--- src/rtl/wash_sequencer.sv ---
// Washing-machine programme sequencer: fill, wash, drain, N rinse cycles,
// spin, done, with pause/resume, fill-timeout alarm and a BCD countdown.
module wash_sequencer #(
  parameter int unsigned TICK_DIV     = 24000000,
  parameter int unsigned WASH_T       = 30,
  parameter int unsigned RINSE_T      = 20,
  parameter int unsigned DRAIN_T      = 10,
  parameter int unsigned SPIN_T       = 20,
  parameter int unsigned FILL_MAX     = 60,
  parameter int unsigned DONE_T       = 5,
  parameter int unsigned RINSE_CYCLES = 2
) (
  input  logic       clk,
  input  logic       reset,
  input  logic       start,
  input  logic       stop,
  input  logic       waterfull,
  output logic       valve_in,
  output logic       valve_out,
  output logic       motor_wash,
  output logic       motor_spin,
  output logic       buzzer,
  output logic       fault,
  output logic [2:0] state_out,
  output logic [2:0] cycle_idx,
  output logic [3:0] seg3,
  output logic [3:0] seg2,
  output logic [3:0] seg1,
  output logic [3:0] seg0
);

  typedef enum logic [2:0] {
    S_IDLE  = 3'd0,
    S_FILL  = 3'd1,
    S_WASH  = 3'd2,
    S_DRAIN = 3'd3,
    S_SPIN  = 3'd4,
    S_DONE  = 3'd5,
    S_PAUSE = 3'd6,
    S_ALARM = 3'd7
  } state_t;

  localparam int unsigned   PW   = $clog2(TICK_DIV);
  localparam logic [PW-1:0] PMAX = PW'(TICK_DIV - 1);

  function automatic logic [15:0] to_bcd(input int unsigned v);
    to_bcd = {4'((v / 1000) % 10), 4'((v / 100) % 10), 4'((v / 10) % 10), 4'(v % 10)};
  endfunction

  // Remaining time is kept directly in BCD so the display digits need no
  // binary-to-decimal conversion; this is a 4-digit borrow-chain decrement.
  function automatic logic [15:0] bcd_dec(input logic [15:0] v);
    logic       borrow;
    logic [3:0] d;
    bcd_dec = v;
    borrow  = 1'b1;
    for (int unsigned i = 0; i < 4; i++) begin
      d = v[4*i +: 4];
      if (borrow) begin
        if (d == 4'd0) begin
          d = 4'd9;
        end else begin
          d      = d - 4'd1;
          borrow = 1'b0;
        end
      end
      bcd_dec[4*i +: 4] = d;
    end
  endfunction

  localparam logic [15:0] BCD_FILL  = to_bcd(FILL_MAX);
  localparam logic [15:0] BCD_WASH  = to_bcd(WASH_T);
  localparam logic [15:0] BCD_RINSE = to_bcd(RINSE_T);
  localparam logic [15:0] BCD_DRAIN = to_bcd(DRAIN_T);
  localparam logic [15:0] BCD_SPIN  = to_bcd(SPIN_T);
  localparam logic [15:0] BCD_DONE  = to_bcd(DONE_T);

  state_t        state_q, state_d, resume_q, resume_d;
  logic [PW-1:0] presc_q, presc_d;
  logic [15:0]   rem_q, rem_d;
  logic [2:0]    cyc_q, cyc_d;
  logic [5:0]    outs_q, outs_d;
  logic          tick, expire, enter, clear;

  // Next-state, counter and registered-output decode.
  always_comb begin
    state_d  = state_q;
    resume_d = resume_q;
    presc_d  = presc_q;
    rem_d    = rem_q;
    cyc_d    = cyc_q;
    enter    = 1'b0;
    clear    = 1'b0;
    tick     = (presc_q == PMAX);
    expire   = tick && (rem_q == 16'h0001);

    if ((state_q inside {S_FILL, S_WASH, S_DRAIN, S_SPIN, S_DONE}) && !stop) begin
      presc_d = tick ? '0 : presc_q + PW'(1);
      if (tick && !expire) rem_d = bcd_dec(rem_q);
    end

    case (state_q)
      S_IDLE: begin
        if (start && !stop) begin
          state_d = S_FILL;
          cyc_d   = '0;
          enter   = 1'b1;
        end
      end
      S_FILL: begin
        if (stop) begin
          state_d  = S_PAUSE;
          resume_d = state_q;
        end else if (waterfull) begin
          state_d = S_WASH;
          enter   = 1'b1;
        end else if (expire) begin
          state_d = S_ALARM;
        end
      end
      S_WASH: begin
        if (stop) begin
          state_d  = S_PAUSE;
          resume_d = state_q;
        end else if (expire) begin
          state_d = S_DRAIN;
          enter   = 1'b1;
        end
      end
      S_DRAIN: begin
        if (stop) begin
          state_d  = S_PAUSE;
          resume_d = state_q;
        end else if (expire) begin
          enter = 1'b1;
          if (int'(cyc_q) < int'(RINSE_CYCLES)) begin
            cyc_d   = cyc_q + 3'd1;
            state_d = S_FILL;
          end else begin
            state_d = S_SPIN;
          end
        end
      end
      S_SPIN: begin
        if (stop) begin
          state_d  = S_PAUSE;
          resume_d = state_q;
        end else if (expire) begin
          state_d = S_DONE;
          enter   = 1'b1;
        end
      end
      S_DONE: begin
        if (stop || expire) begin
          state_d = S_IDLE;
          clear   = 1'b1;
        end
      end
      S_PAUSE: begin
        if (stop) begin
          state_d = S_IDLE;
          clear   = 1'b1;
        end else if (start) begin
          state_d = resume_q;
        end
      end
      S_ALARM: begin
        if (stop) begin
          state_d = S_IDLE;
          clear   = 1'b1;
        end
      end
      default: begin
        state_d = S_IDLE;
        clear   = 1'b1;
      end
    endcase

    if (enter) begin
      presc_d = '0;
      case (state_d)
        S_FILL:  rem_d = BCD_FILL;
        S_WASH:  rem_d = (cyc_d == 3'd0) ? BCD_WASH : BCD_RINSE;
        S_DRAIN: rem_d = BCD_DRAIN;
        S_SPIN:  rem_d = BCD_SPIN;
        S_DONE:  rem_d = BCD_DONE;
        default: rem_d = rem_q;
      endcase
    end

    if (clear) begin
      presc_d = '0;
      rem_d   = '0;
      cyc_d   = '0;
    end

    // {valve_in, valve_out, motor_wash, motor_spin, buzzer, fault}
    outs_d = {state_d == S_FILL,
              (state_d == S_DRAIN) || (state_d == S_SPIN),
              state_d == S_WASH,
              state_d == S_SPIN,
              state_d == S_DONE,
              state_d == S_ALARM};
  end

  // State, counters and actuator outputs, cleared asynchronously.
  always_ff @(posedge clk or negedge reset) begin
    if (!reset) begin
      state_q  <= S_IDLE;
      resume_q <= S_IDLE;
      presc_q  <= '0;
      rem_q    <= '0;
      cyc_q    <= '0;
      outs_q   <= '0;
    end else begin
      state_q  <= state_d;
      resume_q <= resume_d;
      presc_q  <= presc_d;
      rem_q    <= rem_d;
      cyc_q    <= cyc_d;
      outs_q   <= outs_d;
    end
  end

  assign {valve_in, valve_out, motor_wash, motor_spin, buzzer, fault} = outs_q;
  assign state_out = state_q;
  assign cycle_idx = cyc_q;
  assign {seg3, seg2, seg1, seg0} = rem_q;

endmodule

--- config.mk ---
export PLATFORM = sky130hd
export DESIGN_NAME = wash_sequencer
export DESIGN_NICKNAME = d
export VERILOG_FILES = /design/src/rtl/wash_sequencer.sv
export SDC_FILE = /design/constraint.sdc
export NUM_CORES = 1
export LEC_CHECK = 0
export CELL_PAD_IN_SITES_DETAIL_PLACEMENT = 2
export CELL_PAD_IN_SITES_GLOBAL_PLACEMENT = 2
export CORE_UTILIZATION = 36
export DETAILED_ROUTE_END_ITERATION = 10
export PLACE_DENSITY_LB_ADDON = 0.2
export SKIP_CTS_REPAIR_TIMING = 1
export SYNTH_ARGS = -nofsm -noshare
export SYNTH_HDL_FRONTEND = slang
export SYNTH_SLANG_ARGS = --single-unit
--- constraint.sdc ---
create_clock -name clk -period 2.9 [get_ports clk]
set_input_delay 0.435 -clock clk [delete_from_list [all_inputs] [get_ports clk]]
set_output_delay 0.435 -clock clk [all_outputs]
set_load 0.02 [all_outputs]
==> impl_metrics.toml <==
[sta]
fin_skew_ns = 0.0105
worst_hold_slack_ns = 0.236
fmax_ghz = 0.372
slew_violations = 0
slew_headroom_pct = 47.7
finalHoldViolCount = 0
period_share_pct = 92.7
worst_slew_pin_slew_ns = 0.779
min_period_ns = 2.69
finalSetupTns_ns = 0
setup_viol = 0

[synth]
synth_warnings = 0
syn_inst = 430
yosysSeqAreaShare_pct = 36.7
avgSynthCellArea_sq_um = 8.88
syn-num-nets = 442
ys.flop_type = "dfrtp_1"
syn-cell-area_sq_um = 3820
synth.distinct_cells = 83
async_flop_share_pct = 100
yosys_register_bits = 56
synth-edff-count = 0

[routing]
dr.first_iter.drc_count = 180
wirelength_um = 12600
drc = 0
dr_wl_met2_um = 6390
dr.pass1.iters = 4
maxUsedRoutingLayer = "met4"
route.met3.wl_um = 245
met1Wirelength_um = 5860
ant_nets = 0
vias_per_cell = 5.93
wl_per_cell_um = 20.8
num_vias = 3604

[setup_path]
critPathLaunchType = "register"
worst_r2r_endpoint = "cycle_idx[0]$_DFF_PN0_"
cp_max_fo = 5
rr_worst_depth = 9
r2r_slack_ns = 0.21
cp_slowest_cell = "nor4_1"
crit_type = "register to register"
worstPathCellList = "inv_1 > ha_1 > nor3b_2 > buf_4 > nand4_1 > nor4_1 > nand3_1 > and3_1 > o22a_1"
endpoint_kind = "register"
critPathRequiredTime_ns = 3.12
critPathMaxStageDelay_ns = 0.46
arrival_ns = 2.91
regToRegStartpoint = "rem_q[8]$_DFFE_PN0P_"

[layout]
final-seq-area_sq_um = 1400
drive_above_1_share_pct = 14.4
fillers = 1156
syn_to_final_growth_pct = 15.3
antenna_cells = 0
post-route-util_pct = 42.6
num-nets-final = 484
multi_input_area_sq_um = 2150

[die]
die-width_um = 105
rows = 37
core_area_sq_um = 10300
fp.dieArea_sq_um = 11000
die_h_um = 105
initial_utilization_pct = 37.0
ios = 33

[grt]
overflow = 0
grt_max_degree = 57
antenna_found_initial = 0
track_usage_pct = 24.0
grt_first_pass_wirelength_um = 21000
grt_pass1_vias = 3859

[power]
powerDensity_nw_per_um2 = 862
vdd_ir_drop_max_mv = 0.397
p_leak_nw = 1.74

[status]
outcome = "finished, final reports clean"

[clocking]
cts_max_level = 2
clock_latency_ns = 0.33
clkSlewWorstSetupHoldPaths_ns = 0.11
clkSinkCount = 56
cts_tree = "built"
cts_root_buffer = "clkbuf_8"
cts_max_path_buffers = 2
cts_made_buffers = 5

[place]
gp_congestion = 0.797
dp_hpwl_um = 9100
port_buffers = 32

[min_path]
hold_class = "primary input to asynchronous set/reset pin"

[run]
cap_violations = 0
-- report_power, final --
part	switching (mW)	internal [mW]
clock	0.279	0.166
sequential	0.243	0.963
combinational	1.23	0.907
-- kinds of logic after synthesis --
logic type               after synthesis  share of synthesized area (%)
buffers and inverters                 47                           7.41
AO/OA/AOI/OAI                        133                           24.0
adder cells (fa/ha/maj)                7                           2.29
XOR/XNOR                               3                          0.688
flip-flops                            56                           36.7
multiplexers                           5                           1.47
AND/OR/NAND/NOR                      179                           27.4
-- worst max-delay path by stage --
stage	startpoint	endpoint	slack, ns
floorplan	rem_q[12]$_DFFE_PN0P_	rem_q[12]$_DFFE_PN0P_	0.37
global placement	stop	rem_q[11]$_DFFE_PN0P_	0.20
detailed placement	rem_q[8]$_DFFE_PN0P_	rem_q[5]$_DFFE_PN0P_	0.05
CTS	rem_q[8]$_DFFE_PN0P_	rem_q[2]$_DFFE_PN0P_	0.006
global route	rem_q[12]$_DFFE_PN0P_	cycle_idx[0]$_DFF_PN0_	-0.03
finish	rem_q[8]$_DFFE_PN0P_	cycle_idx[0]$_DFF_PN0_	0.21
-- placed cells by master, fill, tap and decap left out, types with 3 or more instances in the layout --
| cell type | instances |
|---|---|
| a21o_1 | 3 |
| a21oi_1 | 26 |
| a22oi_1 | 3 |
| a31oi_1 | 10 |
| and2_1 | 4 |
| and3_1 | 6 |
| and4_2 | 3 |
| buf_4 | 27 |
| clkbuf_8 | 5 |
| clkdlybuf4s50_1 | 31 |
| dfrtp_1 | 56 |
| ha_1 | 7 |
| inv_1 | 22 |
| mux2i_1 | 3 |
| nand2_1 | 22 |
| nand2b_1 | 9 |
| nand3_1 | 15 |
| nand3b_1 | 5 |
| nand4_1 | 15 |
| nor2_1 | 47 |
| nor2b_1 | 5 |
| nor3_1 | 9 |
| nor3b_1 | 6 |
| nor4_1 | 6 |
| o21ai_0 | 41 |
| o22ai_1 | 4 |
| o31ai_1 | 7 |
| or3_1 | 4 |
-- Yosys cell counts, drive strengths merged (2+ instances only) --
cell type	n	area, sq um
nor2	47	176
buf	16	116
nand4	16	115
clkbuf	8	80.1
nand4bb	2	22.5
dfrtp	56	1400
ha	7	87.6
or2	2	12.5
and3	6	37.5
a41o	2	31.3
a211o	4	36.3
nand2	22	82.6
o221ai	2	17.5
mux2	2	26.3
a21boi	2	15.0
a31o	2	17.5
o31ai	8	65.1
a21o	4	37.5
inv	22	82.6
and2	4	25.0
mux2i	3	30.0
and4	3	28.8
nor2b	5	31.3
nand2b	9	56.3
o31a	2	17.5
o41ai	3	33.8
nand3	16	85.1
a211oi	2	15.0
xor2	2	17.5
nor4b	3	41.3
o21ai	43	226
or3	5	32.5
nor3b	8	65.1
nor3	10	55.1
nand3b	5	37.5
a31oi	11	75.1
a311oi	2	17.5
o22a	3	27.5
a21oi	27	139
a22oi	3	22.5
o22ai	4	25.0
nor4	8	65.1
and4b	2	22.5
-- sequential cells by signal, indices dropped and copies added (netlist names) --
| signal | flops |
|---|---|
| presc_q | 25 |
| outs_q | 6 |
| state_out | 3 |
| rem_q | 16 |
| resume_q | 3 |
| cycle_idx | 3 |
-- metal layers --
metal  up-vias  GRT usage [%]
met4         0           5.94
met3        12           3.31
met2        43           41.1
met1      1866           31.8
li1       1683              -
met5         -              0
-- per-stage QoR --
step / std cells / instance area [sq um] / worst slack (ns) / power (mW)
3_5_place_dp: 600 / 4300 / 0.0471 / 3.32
4_1_cts: 607 / 4380 / 0.00583 / 3.80
3_3_place_gp: 600 / 4300 / 0.198 / 3.24
2_1_floorplan: 430 / 3820 / 0.374 / 2.50
5_1_grt: 608 / 4400 / -0.0328 / 4.05
6_report: 608 / 4400 / 0.212 / 3.79
-- worst max-delay path, delay by kind of cell (launching register included) --
family                     cells  cell delay [ns]
AOI/OAI and AO/OA              1             0.18
adders and majority gates      1             0.23
buffers and inverters          2             0.26
DFF                            1             0.44
and+or+nand+nor                5             1.48
-- area by class of cell --
type	count	share of cell area (%)
Multi-Input combinational cell	327	48.8
Sequential cell	56	31.8
Timing Repair Buffer	59	11.8
Tap cell	136	3.87
Inverter	23	1.96
Clock buffer	6	1.65
Clock inverter	1	0.114
Note: power is estimated with default switching activity, not from simulation.
